[src/rtl/lsu_pkg.sv]
// lsu_pkg: shared encodings for the load/store + writeback stage.
// Holds Ld/St/Memtoreg codes, FSM states, lane masks and alignment helpers.
package lsu_pkg;

  localparam logic [2:0] LD_NONE = 3'b000;
  localparam logic [2:0] LD_LB   = 3'b001;
  localparam logic [2:0] LD_LH   = 3'b010;
  localparam logic [2:0] LD_LW   = 3'b011;
  localparam logic [2:0] LD_LBU  = 3'b100;
  localparam logic [2:0] LD_LHU  = 3'b101;

  localparam logic [1:0] ST_NONE = 2'b00;
  localparam logic [1:0] ST_SB   = 2'b01;
  localparam logic [1:0] ST_SH   = 2'b10;
  localparam logic [1:0] ST_SW   = 2'b11;

  localparam logic [1:0] MTR_LOAD = 2'b01;

  localparam logic [3:0] BE_BYTE = 4'b0001;
  localparam logic [3:0] BE_HALF = 4'b0011;
  localparam logic [3:0] BE_WORD = 4'b1111;

  typedef enum logic [1:0] {
    S_IDLE        = 2'd0,
    S_WAIT_GNT    = 2'd1,
    S_WAIT_RVALID = 2'd2
  } lsu_state_e;

  // 110/111 are reserved and behave as "no load"
  function automatic logic is_load(input logic [2:0] ld);
    return (ld >= LD_LB) && (ld <= LD_LHU);
  endfunction

  // store type takes priority when both controls are set
  function automatic logic misaligned(
    input logic [2:0] ld,
    input logic [1:0] st,
    input logic [1:0] off
  );
    logic m;
    m = 1'b0;
    if (st != ST_NONE) begin
      case (st)
        ST_SH:   m = off[0];
        ST_SW:   m = |off;
        default: m = 1'b0;
      endcase
    end else begin
      case (ld)
        LD_LH, LD_LHU: m = off[0];
        LD_LW:         m = |off;
        default:       m = 1'b0;
      endcase
    end
    return m;
  endfunction

endpackage

[src/rtl/lsu_wb_load_align.sv]
// load_align: selects the byte/half at the access offset and extends it.
// Ports: i_rdata word, i_offset addr[1:0], i_ld_cntr load type, o_data result.
module load_align
  import lsu_pkg::*;
(
  input  logic [31:0] i_rdata,
  input  logic [1:0]  i_offset,
  input  logic [2:0]  i_ld_cntr,
  output logic [31:0] o_data
);

  logic [7:0]  w_byte;
  logic [15:0] w_half;

  always_comb begin
    w_byte = 8'h00;
    unique case (i_offset)
      2'd0: w_byte = i_rdata[7:0];
      2'd1: w_byte = i_rdata[15:8];
      2'd2: w_byte = i_rdata[23:16];
      2'd3: w_byte = i_rdata[31:24];
    endcase
    w_half = i_offset[1] ? i_rdata[31:16] : i_rdata[15:0];
  end

  always_comb begin
    o_data = i_rdata;
    unique case (i_ld_cntr)
      LD_LB:   o_data = {{24{w_byte[7]}}, w_byte};
      LD_LH:   o_data = {{16{w_half[15]}}, w_half};
      LD_LBU:  o_data = {24'h0, w_byte};
      LD_LHU:  o_data = {16'h0, w_half};
      default: o_data = i_rdata;
    endcase
  end

endmodule

[src/rtl/lsu_wb.sv]
// lsu_wb: load/store + writeback stage with req/gnt/rvalid memory port.
// Ports: EXE controls in, dmem_* bus, lsu_stall upstream, rf_* write, error pulses.
module lsu_wb
  import lsu_pkg::*;
#(
  parameter int WIDTH   = 32,
  parameter int TIMEOUT = 16
) (
  input  logic             clk,
  input  logic             rstn,
  input  logic [WIDTH-1:0] alu_result,
  input  logic [WIDTH-1:0] Rd2_exe2lsu,
  input  logic [1:0]       Memtoreg_exe2lsu,
  input  logic [2:0]       Ld_cntr_exe2lsu,
  input  logic [1:0]       St_cntr_exe2lsu,
  input  logic             RegW_exe2lsu,
  input  logic [4:0]       wr_addr_exe2lsu,
  output logic             dmem_req,
  output logic             dmem_we,
  output logic [3:0]       dmem_be,
  output logic [31:0]      dmem_addr,
  output logic [31:0]      dmem_wdata,
  input  logic             dmem_gnt,
  input  logic             dmem_rvalid,
  input  logic [31:0]      dmem_rdata,
  output logic             lsu_stall,
  output logic             rf_we,
  output logic [4:0]       rf_waddr,
  output logic [31:0]      rf_wdata,
  output logic             misalign_err,
  output logic             bus_err
);

  localparam int CW = $clog2(TIMEOUT + 1) + 1;
  localparam logic [CW-1:0] TO_LAST =
    (TIMEOUT > 0) ? CW'(TIMEOUT - 1) : '0;

  lsu_state_e    r_state;
  logic [CW-1:0] r_cnt;
  logic [31:0]   r_addr;
  logic [31:0]   r_sdata;
  logic [2:0]    r_ld;
  logic [1:0]    r_st;
  logic [1:0]    r_mtr;
  logic          r_regw;
  logic [4:0]    r_waddr;

  logic        w_st_in;
  logic        w_ld_in;
  logic        w_mem_in;
  logic        w_mis_in;
  logic        w_idle;
  logic        w_issue;
  logic        w_to;
  logic [1:0]  w_cur_st;
  logic [31:0] w_cur_addr;
  logic [31:0] w_cur_sdata;
  logic [3:0]  w_be;
  logic [31:0] w_wdata;
  logic        w_req;
  logic        w_stall;
  logic [31:0] w_ld_data;

  assign w_st_in  = St_cntr_exe2lsu != ST_NONE;
  assign w_ld_in  = !w_st_in && is_load(Ld_cntr_exe2lsu);
  assign w_mem_in = w_st_in || w_ld_in;
  assign w_mis_in = w_mem_in && misaligned(Ld_cntr_exe2lsu,
                                           St_cntr_exe2lsu,
                                           alu_result[1:0]);
  assign w_idle   = r_state == S_IDLE;
  assign w_issue  = w_idle && w_mem_in && !w_mis_in;

  // watchdog fires on the last allowed wait cycle
  assign w_to = (TIMEOUT != 0) && !w_idle && (r_cnt == TO_LAST);

  // IDLE drives the bus straight from EXE; wait states replay the latch
  assign w_cur_st    = w_idle ? St_cntr_exe2lsu : r_st;
  assign w_cur_addr  = w_idle ? alu_result : r_addr;
  assign w_cur_sdata = w_idle ? Rd2_exe2lsu : r_sdata;

  always_comb begin
    w_be    = BE_WORD;
    w_wdata = '0;
    unique case (w_cur_st)
      ST_SB: begin
        w_be    = BE_BYTE << w_cur_addr[1:0];
        w_wdata = {4{w_cur_sdata[7:0]}};
      end
      ST_SH: begin
        w_be    = BE_HALF << w_cur_addr[1:0];
        w_wdata = {2{w_cur_sdata[15:0]}};
      end
      ST_SW: begin
        w_be    = BE_WORD;
        w_wdata = w_cur_sdata;
      end
      default: begin
        w_be    = BE_WORD;
        w_wdata = '0;
      end
    endcase
  end

  always_comb begin
    w_req   = 1'b0;
    w_stall = 1'b0;
    unique case (r_state)
      S_IDLE: begin
        w_req   = w_issue;
        w_stall = w_issue && !(w_st_in && dmem_gnt);
      end
      S_WAIT_GNT: begin
        w_req   = !w_to;
        w_stall = !w_to && !(dmem_gnt && r_st != ST_NONE);
      end
      S_WAIT_RVALID: begin
        w_stall = !dmem_rvalid && !w_to;
      end
      default: begin
        w_req   = 1'b0;
        w_stall = 1'b0;
      end
    endcase
  end

  // bus and stall are forced low while reset is held
  assign dmem_req   = w_req && rstn;
  assign lsu_stall  = w_stall && rstn;
  assign dmem_we    = dmem_req && (w_cur_st != ST_NONE);
  assign dmem_be    = dmem_req ? w_be : 4'h0;
  assign dmem_addr  = dmem_req ? {w_cur_addr[31:2], 2'b00} : 32'h0;
  assign dmem_wdata = dmem_req ? w_wdata : 32'h0;

  load_align u_align (
    .i_rdata   (dmem_rdata),
    .i_offset  (r_addr[1:0]),
    .i_ld_cntr (r_ld),
    .o_data    (w_ld_data)
  );

  always_ff @(posedge clk or negedge rstn) begin
    if (!rstn) begin
      r_state      <= S_IDLE;
      r_cnt        <= '0;
      r_addr       <= '0;
      r_sdata      <= '0;
      r_ld         <= LD_NONE;
      r_st         <= ST_NONE;
      r_mtr        <= '0;
      r_regw       <= 1'b0;
      r_waddr      <= '0;
      rf_we        <= 1'b0;
      rf_waddr     <= '0;
      rf_wdata     <= '0;
      misalign_err <= 1'b0;
      bus_err      <= 1'b0;
    end else begin
      rf_we        <= 1'b0;
      misalign_err <= 1'b0;
      bus_err      <= 1'b0;
      unique case (r_state)
        S_IDLE: begin
          if (w_mis_in) begin
            misalign_err <= 1'b1;
          end else if (w_issue) begin
            r_addr  <= alu_result;
            r_sdata <= Rd2_exe2lsu;
            r_ld    <= Ld_cntr_exe2lsu;
            r_st    <= St_cntr_exe2lsu;
            r_mtr   <= Memtoreg_exe2lsu;
            r_regw  <= RegW_exe2lsu;
            r_waddr <= wr_addr_exe2lsu;
            r_cnt   <= '0;
            if (!dmem_gnt) begin
              r_state <= S_WAIT_GNT;
            end else if (!w_st_in) begin
              r_state <= S_WAIT_RVALID;
            end
          end else begin
            rf_we    <= RegW_exe2lsu && (wr_addr_exe2lsu != 5'd0);
            rf_waddr <= wr_addr_exe2lsu;
            rf_wdata <= alu_result;
          end
        end
        S_WAIT_GNT: begin
          if (w_to) begin
            bus_err <= 1'b1;
            r_state <= S_IDLE;
          end else if (dmem_gnt) begin
            r_cnt   <= '0;
            r_state <= (r_st != ST_NONE) ? S_IDLE : S_WAIT_RVALID;
          end else begin
            r_cnt <= r_cnt + CW'(1);
          end
        end
        S_WAIT_RVALID: begin
          if (dmem_rvalid) begin
            rf_we    <= r_regw && (r_waddr != 5'd0);
            rf_waddr <= r_waddr;
            rf_wdata <= (r_mtr == MTR_LOAD) ? w_ld_data : r_addr;
            r_state  <= S_IDLE;
          end else if (w_to) begin
            bus_err <= 1'b1;
            r_state <= S_IDLE;
          end else begin
            r_cnt <= r_cnt + CW'(1);
          end
        end
        default: r_state <= S_IDLE;
      endcase
    end
  end

endmodule

[config.mk]
export PLATFORM = sky130hd
export DESIGN_NAME = lsu_wb
export DESIGN_NICKNAME = d
export VERILOG_FILES = /design/src/rtl/lsu_pkg.sv /design/src/rtl/lsu_wb_load_align.sv /design/src/rtl/lsu_wb.sv
export SDC_FILE = /design/constraint.sdc
export NUM_CORES = 1
export LEC_CHECK = 0
export ABC_AREA = 1
export BUFFER_PORTS_ARGS = -buffer_cell sky130_fd_sc_hd__buf_2
export CAP_MARGIN = 40
export CORE_AREA = 5 5 174 176
export DETAILED_ROUTE_END_ITERATION = 8
export DIE_AREA = 0 0 179 181
export GPL_TIMING_DRIVEN = 0
export PLACE_DENSITY_LB_ADDON = 0.2
export SLEW_MARGIN = 20
export SYNTH_ARGS = -nofsm -noshare
export SYNTH_HDL_FRONTEND = slang
export SYNTH_SLANG_ARGS = --single-unit
[constraint.sdc]
create_clock -name clk -period 3.8 [get_ports clk]
set_clock_uncertainty 0.15 [all_clocks]
set_input_delay 1.14 -clock clk [delete_from_list [all_inputs] [get_ports clk]]
set_output_delay 1.14 -clock clk [all_outputs]
set_load 0.03 [all_outputs]
-- After elaboration in Yosys (flattened, before gate mapping)
Cells that the tools add are included.
- eq/ne operators: 29
- add/sub/neg operators: 1
- $lt $le $gt $ge: 2
- muxes and demuxes: 51
- bitwise logic cells: 1
- reduce and logical (&&, ||, !) cells: 39
- shifts and indexed selects: 2
- operators by type and width (operator ; number):
    two-way mux 32 bit ; 8
    one-hot mux 32 bit (4 select lines) ; 1
    one-hot mux 32 bit (3 select lines) ; 1
    one-hot mux 32 bit (2 select lines) ; 1
    two-way mux 6 bit ; 6
    one-hot mux 8 bit (4 select lines) ; 1
    two-way mux 2 bit ; 10
    one-hot mux 6 bit (3 select lines) ; 1
    logical AND 1 bit ; 16
    two-way mux 16 bit ; 1
    two-way mux 5 bit ; 3
    equality test 2 bit, second input constant ; 7
    != test 2 bit, second input constant ; 6
    one-hot mux 1 bit (2 select lines) ; 5
    one-hot mux 5 bit (2 select lines) ; 1
    nonzero test 5 bit ; 2
    equality test 3 x 2 -> 1 bit, second input constant ; 3
    equality test 3 bit, second input constant ; 3
    != test 3 bit, second input constant ; 3
    equality test 2 x 1 -> 1 bit, second input constant ; 4
    two-way mux 1 bit ; 8
    one-hot mux 4 bit (2 select lines) ; 1
    nonzero test 2 bit ; 4
    logical NOT 1 bit ; 7
    20 further kinds ; 22
- input port bits: 113
- logic and storage cells: 139
- register bits: 125

-- Longest topological paths before layout
Gate-level depths: netlist of run 1.
- depth after elaboration: 10
- depth in mapped cells: 15

-- By module
From an unflattened synthesis of run 1, not the netlist that was laid out.
- cells, all modules: 1197
- area, all modules: 8096.5 um^2
- modules (own cells, without submodules) (module ; area each (um^2) ; cells each ; seq. area each (um^2) ; times used):
    lsu_wb ; 7169.4 ; 988 ; 3128.0 ; 1
    load_align ; 927.1 ; 209 ; 0.0 ; 1

-- Least setup slack after synthesis of run 1
Ideal clock, no wire load.
- path type: register -> output
- from: register r_state[0]
- to: output dmem_wdata[2]
- stages on the path, launching flop included: 14
- path slack: -0.231 ns
- arrival time: 2.741 ns
- buffers on the path: 4
- required time: 2.510 ns
- cells stage by stage: dfrtp_1 > inv_1 > ha_1 > buf_2 > clkbuf_1 > clkbuf_1 > nand2_1 > o21ai_0 > inv_1 > ha_1 > inv_1 > clkbuf_1 > o311ai_0 > nor2_1
- longest elaborated chain between the ends: 7
- elaborated cells on any way between the ends: 16
- ends and longest elaborated chain (item ; line ; source):
    start, declared ; lsu_wb.sv:38 ; lsu_state_e r_state;
    start signal, assigned ; lsu_wb.sv:191 ; r_state <= (r_st != ST_NONE) ? S_IDLE : S_WAIT_RVALID;
    branches (longest 6 deep; another with one-hot mux 32 bit (3 select lines)) ; -- ;
    two-way mux 32 bit (*) ; lsu_wb.sv:132 ; assign dmem_wdata = dmem_req ? w_wdata : 32'h0;
    end, declared ; lsu_wb.sv:22 ; output logic [31:0] dmem_wdata,
Mark *: on every way between the ends.

-- Worst setup path in the final report of run 1
- from: register r_state[0]
- to: output dmem_wdata[6]
The elaborated chain is that of the path after synthesis.

==> metrics.md, run 1 <==
| Metric | Value |
|---|---|
| RR Startpoint | `r_state[0]$_DFFE_PN0P_` |
| PwrDens | `979 nW/um2` |
| Logic pwr share | `0.679` |
| Status | `complete, but fails checks` |
| HPWL after detailed placement | `26,300 um` |
| Vias | `9,717` |
| First-pass GRT wire length | `55,300 um` |
| Flop pwr share | `0.188` |
| Final Worst Setup Slack | `-0.159 ns` |
| Ys Warns | `0` |
| CTS max path bufs | `2` |
| NetSw | `6.26 mW` |
| GRT Overall Usage | `0.218` |
| Die span in y | `181 um` |
| FILL cells | `2,997` |
| Core Area | `28,500 um2` |
| Count of buffers from port buffering | `221` |
| TNS Setup | `-3.02 ns` |
| Design Area, Final | `12,200 um2` |
| Ratio of cells with drive above 1 in the final layout | `0.313` |
| Hold Path Depth | `2` |
| Fin crit share | `1.04` |
| CP Max Fanout | `7` |
| Gpl congestion | `0.917` |
| FP Rows | `62` |
| Sw Share | `0.523` |
| FF+latch area | `3130 um2` |
| Worst r2r path cells | `10` |
| Total power | `12.0 mW` |
| Num CTS Buffers | `17` |
| Root Driver | `clkbuf_16` |
| Post-synthesis sequential area ratio | `0.372` |
| Final critical-path required period | `3.96 ns` |
| # IOs | `224` |
| Relative slew slack | `0.524` |
| Crit start category | `register` |
| Initial antenna violation count | `2` |
| Post-synth ARST share | `1.00` |
| Vias per inst | `5.00` |
| Clock Sinks | `125` |
| Post-synth EDFFs | `0` |
| Pin count of the biggest net entering global routing | `74` |
| Worst Hold Class | `reg -> reg` |
| Slowest stage delay, CP | `0.38 ns` |
| Final ANT Viol Nets | `0` |
| Netlist Area Pre-Place | `8400 um2` |
| Fmax | `253 MHz` |
| Leakage | `5.96 nW` |
| Final hold violations | `0` |
| Kind of critical path | `reg -> out` |
| Gate Count Post-Synth | `1,267` |
| Int Power | `5.72 mW` |
| CTS tree | `yes` |
| # nets final | `1,667` |
| Critical path, cell by cell | `inv_2, ha_4, clkbuf_16, clkbuf_16, o21ai_4, inv_2, ha_4, buf_8, o311ai_4, nor2_2, buf_6` |
| Die footprint | `32,400 um2` |
| Vias in the first global route | `9,781` |
| DR WL/cell | `18.7 um` |
| Post-route insts no fill | `1,944` |
| Least-Margin Pin Slew | `0.710 ns` |
| H-Tree Level Count | `4` |
| Final Setup Violations | `37` |
| Seq cells post-synth | `125` |
| Iteration-0 DRC Markers | `769` |
| Hold Path Sink | `r_regw$_DFFE_PN0P_` |
| Max_cap viols | `0` |
| Drc violations | `0` |
| Initial Util | `0.295` |
| DP Area | `10,100 um2` |
| Crit end category | `output pin` |
| Synth unique cells | `37` |
| Multi-input combinational cell area | `4980 um2` |
| Critical Path RT | `2.51 ns` |
| Skew-Pair Late Insertion Delay | `0.42 ns` |
| CP Data Arrival Time | `2.67 ns` |
| Min-Delay Startpoint | `r_regw$_DFFE_PN0P_` |
| Avg Cell Area, Syn | `6.63 um2` |
| RSZ-0062 raised after global routing | `true` |
| Main synth FF type | `dfrtp_1` |
| Final WL | `36,400 um` |
| Layout area overhead | `45.7%` |
| Drt pass-1 iters | `5` |
| Top delay family on crit path | `buffers and inverters` |
| Final Max Tran Viols | `0` |
| Failing checks | `negative setup slack` |
| Width of the die | `179 um` |
| Core occupancy in the finished layout | `0.430` |
| Global route overflow | `0` |
| Worst-path clk slew | `0.07 ns` |
| Crit path buf inv count | `6` |
| Clock network fraction of design power | `0.133` |
| End of the worst register-to-register path | `rf_wdata[25]$_DFFE_PN0P_` |
| Max IR drop VDD | `0.538 mV` |
| R2R Setup Slk | `1.35 ns` |
| Worst path slowest cell | `dfrtp_1` |
| Placed Cells | `1,874` |
## layout by cell type (no fill, tap or decap), types with 5 or more instances in the layout
cell,n
a21oi_1,73
buf_12,6
buf_2,183
buf_4,40
buf_6,52
buf_8,9
clkbuf_1,27
clkbuf_16,27
clkbuf_2,5
clkinvlp_4,5
dfrtp_1,125
ha_4,5
inv_1,121
inv_2,10
nand2_1,351
nand2_2,21
nand2_4,5
nand3_1,45
nor2_1,104
nor2_2,30
nor2_4,18
o211ai_1,7
o21a_1,30
o21ai_0,97
o21ai_1,19
o21ai_2,24
o22ai_1,48
o311ai_4,8
o31ai_1,6
## synthesized netlist by cell type, types with 2 or more instances
master      n  share of area
o311ai_0    9         0.0094
clkbuf_1   48          0.021
nand2_2     3         0.0022
dfrtp_1   125           0.37
o21ai_1     3         0.0018
nor2_4     11          0.015
o21a_1     30          0.027
buf_1       3         0.0013
a21oi_1    75          0.045
o31ai_1     6         0.0054
nand2_1   375           0.17
inv_2       5         0.0022
nand4_1     4         0.0030
nor2_2      9         0.0067
inv_1     132          0.059
nor2_1    132          0.059
o21ai_0   139          0.083
o22ai_1    48          0.036
buf_4       4         0.0036
o211ai_1    7         0.0063
nand3_1    49          0.029
ha_1        9          0.013
xor2_1      2         0.0021
buf_2      26          0.015
## timing repair
action                                  4_1_cts  5_1_grt
setup buffers                                18       10
resized for setup                           274      121
hold buffers                                  0        0
endpoints found under the setup margin       69       69
cloned                                        9        2
hold endpoints to repair                      0        0
pin swaps                                    60       70
## per-stage QoR
step | hold slack, ns | worst slack, ns
6_report | 0.325 | -0.159
4_1_cts | 0.320 | -0.161
5_1_grt | 0.340 | -0.246
3_5_place_dp | 0.303 | -0.866
2_1_floorplan | 0.286 | 0.0180
3_3_place_gp | 0.299 | -2.47
## layer usage
metal	vias to the layer above	share of wire	GRT usage	wire length, um
li1	4650	-	-	-
met1	4614	0.44	0.299	15900
met2	402	0.46	0.343	16800
met3	51	0.078	0.0489	2850
met4	0	0.024	0.0666	882
met5	-	0	0	0
## state kept, by name (all words and copies together) (netlist names)
signal        count
r_cnt             6
misalign_err      1
r_ld              3
r_addr           32
r_state           2
r_regw            1
bus_err           1
r_mtr             2
rf_we             1
rf_waddr          5
r_st              2
r_sdata          32
rf_wdata         32
r_waddr           5
## logic make-up (layout without fill, tap and decap cells)
logic type               Yosys count  after routing  share of synthesized area
other                              1              4                   0.000446
AND/OR/NAND/NOR                  588            588                      0.287
XOR/XNOR                           3              3                    0.00313
AO/OA/AOI/OAI                    320            320                      0.216
flip-flops                       125            125                      0.372
buffers and inverters            221            511                      0.109
adder cells (fa/ha/maj)            9              9                     0.0134
## worst reg2reg max path, cell delays in order (launching register included)
cell and delay, ns:
dfrtp_1 0.38, inv_2 0.07, buf_4 0.13, ha_1 0.19
buf_2 0.19, nor2_1 0.12, nor2_1 0.06, nand2_1 0.27
buf_1 0.54, a21oi_1 0.13, a21oi_1 0.16
## worst max-delay path by stage
stage                           startpoint              to  slack (ns)  depth (start not counted)
finish              r_state[0]$_DFFE_PN0P_   dmem_wdata[6]       -0.16                         11
global route        r_state[0]$_DFFE_PN0P_  dmem_wdata[19]       -0.25                         14
CTS                 r_state[0]$_DFFE_PN0P_   dmem_wdata[2]       -0.16                         12
detailed placement  r_state[0]$_DFFE_PN0P_  dmem_wdata[21]       -0.87                         13
global placement                      rstn   dmem_addr[15]       -2.47                          5
floorplan           r_state[0]$_DFFE_PN0P_   dmem_wdata[2]        0.02                         12
## final cells by class
class                      instances  area share
antenna                            2    0.000409
buffer                            82      0.0543
clock buffer                      17      0.0348
clock inverter                    15      0.0113
inverter                         137      0.0436
multi-input combinational        922       0.407
sequential                       125       0.256
tap                              384      0.0393
timing repair buffer             260       0.154
## power groups by stage
| stage | clock network [mW] | registers [mW] | logic [mW] |
|---|---|---|---|
| floorplan | 0 | 2.60 | 3.98 |
| global placement | 0 | 2.26 | 6.26 |
| detailed placement | 0 | 2.26 | 6.30 |
| CTS | 1.63 | 2.24 | 7.62 |
| global route | 1.69 | 2.32 | 8.83 |
| finish | 1.60 | 2.25 | 8.13 |
Power figures use the tool's default switching activity.
==> inputs of run 2 (changes only) <==
--- a/config.mk
+++ b/config.mk
@@ -6,7 +6,7 @@
 export NUM_CORES = 1
 export LEC_CHECK = 0
 export ABC_AREA = 1
-export BUFFER_PORTS_ARGS = -buffer_cell sky130_fd_sc_hd__buf_2
+export BUFFER_PORTS_ARGS = -buffer_cell sky130_fd_sc_hd__buf_4
 export CAP_MARGIN = 40
 export CORE_AREA = 5 5 174 176
 export DETAILED_ROUTE_END_ITERATION = 8
==> metrics.md, run 2 (synthesized netlist as in run 1, its figures left out) <==
| Metric | Value |
|---|---|
| RSZ-0062 raised after global routing | `true` |
| Commonest non-fill, non-tap cell in the layout | `nand2_1` |
| Logic pwr share | `0.669 (-0.010)` |
| Relative slew slack | `0.466 (-0.0581)` |
| Final ANT Viol Nets | `0 (unchanged)` |
| FP Rows | `62 (unchanged)` |
| Leakage | `6.13 nW (+2.8%)` |
| Initial antenna violation count | `2 (unchanged)` |
| Final Setup Violations | `34 (-8.1%)` |
| Sw Share | `0.509 (-0.0132)` |
| End of the worst register-to-register path | `rf_wdata[30]$_DFFE_PN0P_` |
| TNS Setup | `-3.32 ns (-0.298 ns)` |
| Design Area, Final | `12,700 um2 (+3.6%)` |
| PwrDens | `977 nW/um2 (-0.15%)` |
| Top Metal Used | `met5` |
| Global route overflow | `0 (unchanged)` |
| Iteration-0 DRC Markers | `798 (+3.8%)` |
| Clock network fraction of design power | `0.148 (+0.015)` |
| Final WL | `36,500 um (+0.37%)` |
| Vias in the first global route | `9,908 (+1.3%)` |
| R2R Setup Slk | `1.30 ns (-0.05 ns)` |
| Count of buffers from port buffering | `221 (unchanged)` |
| Width of the die | `179 um (unchanged)` |
| DR WL/cell | `18.8 um (+0.62%)` |
| Max_cap viols | `0 (unchanged)` |
| Max IR drop VDD | `0.529 mV (-1.8%)` |
| H-Tree Level Count | `4 (unchanged)` |
| Hold Path Depth | `2 (unchanged)` |
| Vias | `9,615 (-1.0%)` |
| Crit end category | `output pin` |
| Final Max Tran Viols | `0 (unchanged)` |
| Least-Margin Pin Slew | `0.793 ns (+0.0836 ns)` |
| Worst r2r path cells | `9 (-1)` |
| Vias per inst | `4.96 (-0.79%)` |
| Met3 wire length | `2890 um (+1.5%)` |
| Root Driver | `clkbuf_16` |
| Drt pass-1 iters | `5 (unchanged)` |
| Crit start category | `register` |
| Ratio of cells with drive above 1 in the final layout | `0.311 (-0.00133)` |
| Worst Hold Class | `reg -> reg` |
| Final critical-path required period | `3.98 ns (+0.0231 ns)` |
| Num CTS Buffers | `17 (unchanged)` |
| Placed Cells | `1,874 (unchanged)` |
| Min-Delay Startpoint | `r_sdata[18]$_DFFE_PN0P_` |
| Die footprint | `32,400 um2 (unchanged)` |
| N_diodes | `0 (-2)` |
| Flop pwr share | `0.183 (-0.005)` |
| Most frequent cells in the layout | `350 x nand2_1, 210 x buf_4, 125 x dfrtp_1` |
| CTS max path bufs | `2 (unchanged)` |
| Skew-Pair Late Insertion Delay | `0.43 ns (about the same)` |
| DP Area | `10,600 um2 (+5.5%)` |
| Clock Sinks | `125 (unchanged)` |
| Final Worst Setup Slack | `-0.182 ns (-0.0231 ns)` |
| Initial Util | `0.295 (unchanged)` |
| Gpl congestion | `0.904 (-1.4%)` |
| NetSw | `6.31 mW (+0.79%)` |
| # IOs | `224 (unchanged)` |
| Drc violations | `0 (unchanged)` |
| RR Startpoint | `r_state[0]$_DFFE_PN0P_` |
| CP Max Fanout | `7 (unchanged)` |
| Die span in y | `181 um (unchanged)` |
| Core Area | `28,500 um2 (unchanged)` |
| Met1 wire length | `16,100 um (+1.6%)` |
| Kind of critical path | `reg -> out` |
| Wire length on met2 | `16,700 um (-0.27%)` |
| First-pass GRT wire length | `56,800 um (+2.6%)` |
| Fmax | `251 MHz (-0.58%)` |
| Fin crit share | `1.05 (+0.00608)` |
| Pin count of the biggest net entering global routing | `74 (unchanged)` |
| CTS tree | `yes` |
| Top Registers | `r_addr x32, r_sdata x32, rf_wdata x32` |
| # nets final | `1,664 (-0.18%)` |
| Critical Path RT | `2.51 ns (about the same)` |
| Worst slack, placed | `-0.807 ns (+0.0589 ns)` |
| Hold Path Sink | `r_sdata[18]$_DFFE_PN0P_` |
| Int Power | `6.08 mW (+6.3%)` |
| FILL cells | `2,949 (-1.6%)` |
| Layout area overhead | `50.9%` |
| Worst-path clk slew | `0.06 ns (about the same)` |
| Post-route insts no fill | `1,939 (-0.26%)` |
| Total power | `12.4 mW (+3.4%)` |
| Status | `complete, but fails checks` |
| HPWL after detailed placement | `26,600 um (+1.2%)` |
| GRT Overall Usage | `0.224 (+0.00585)` |
| Failing checks | `negative setup slack` |
| CP Data Arrival Time | `2.69 ns (+0.02 ns)` |
| Final hold violations | `0 (unchanged)` |
-- run 2: cell types whose count changed in the layout (fill, tap and decap cells not counted), sizes merged, moves of 2 or more --
cell | before | now
diode | 2 | 0
buf | 295 | 292
clkinvlp | 5 | 2
clkinv | 6 | 4
bufinv | 1 | 4
-- run 2: worst max-delay path by stage --
| stage | start | to | slack, ns | depth (start not counted) |
|---|---|---|---|---|
| final | r_state[1]$_DFFE_PN0P_ | dmem_wdata[2] | -0.18 | 11 |
| after global routing | r_state[1]$_DFFE_PN0P_ | dmem_wdata[26] | -0.27 | 12 |
| after CTS | r_state[1]$_DFFE_PN0P_ | dmem_wdata[2] | -0.17 | 12 |
| after detailed placement | r_state[0]$_DFFE_PN0P_ | dmem_wdata[19] | -0.81 | 14 |
| after global placement | rstn | dmem_addr[15] | -1.20 | 5 |
| after floorplan | r_state[0]$_DFFE_PN0P_ | dmem_wdata[2] | 0.02 | 12 |
-- run 2: through the flow --
step                hold slack [ns]   util
finish                        0.324  0.445
global route                  0.347  0.445
CTS                           0.319  0.436
detailed placement            0.303  0.373
global placement              0.298  0.371
floorplan                     0.286      -
-- run 2: metal layers --
layer  vias up  track usage
li1       4645            -
met1      4526        0.303
met2       388        0.359
met3        52       0.0514
met4         4       0.0614
met5         -            0
-- run 2: power by group through the flow --
stage	Combinational, mW	Clock, mW	Sequential, mW
after global routing	9.03	1.93	2.33
after global placement	6.53	0	2.27
after detailed placement	6.56	0	2.28
final	8.29	1.83	2.26
after floorplan	3.98	0	2.60
after CTS	7.85	1.86	2.25
-- run 2: critical path, stage by stage, from the launching register on --
cell       delay, ns
dfrtp_1         0.37
inv_2           0.06
ha_4            0.19
clkbuf_16       0.15
clkbuf_16       0.16
o21ai_4         0.25
inv_2           0.11
ha_4            0.23
clkbuf_16       0.18
o311ai_4        0.30
nor2_2          0.10
buf_6           0.15
-- run 2: area by class of cell --
cell class / count / area, um2 / share of cell area
Buffer: 82 / 653 / 0.0515
Tap cell: 384 / 480 / 0.0379
Multi-Input combinational cell: 922 / 5000 / 0.395
Sequential cell: 125 / 3130 / 0.247
Inverter: 137 / 528 / 0.0417
Clock inverter: 14 / 205 / 0.0162
Clock buffer: 18 / 439 / 0.0346
Timing Repair Buffer: 257 / 2240 / 0.177
-- run 2: what timing repair did --
| item | CTS | global route |
|---|---|---|
| pin swaps | 57 | 29 |
| endpoints found under the setup margin | 69 | 69 |
| resized for setup | 235 | 87 |
| hold buffers | 0 | 0 |
| gates cloned | 7 | 1 |
| buffers inserted | 23 | 4 |
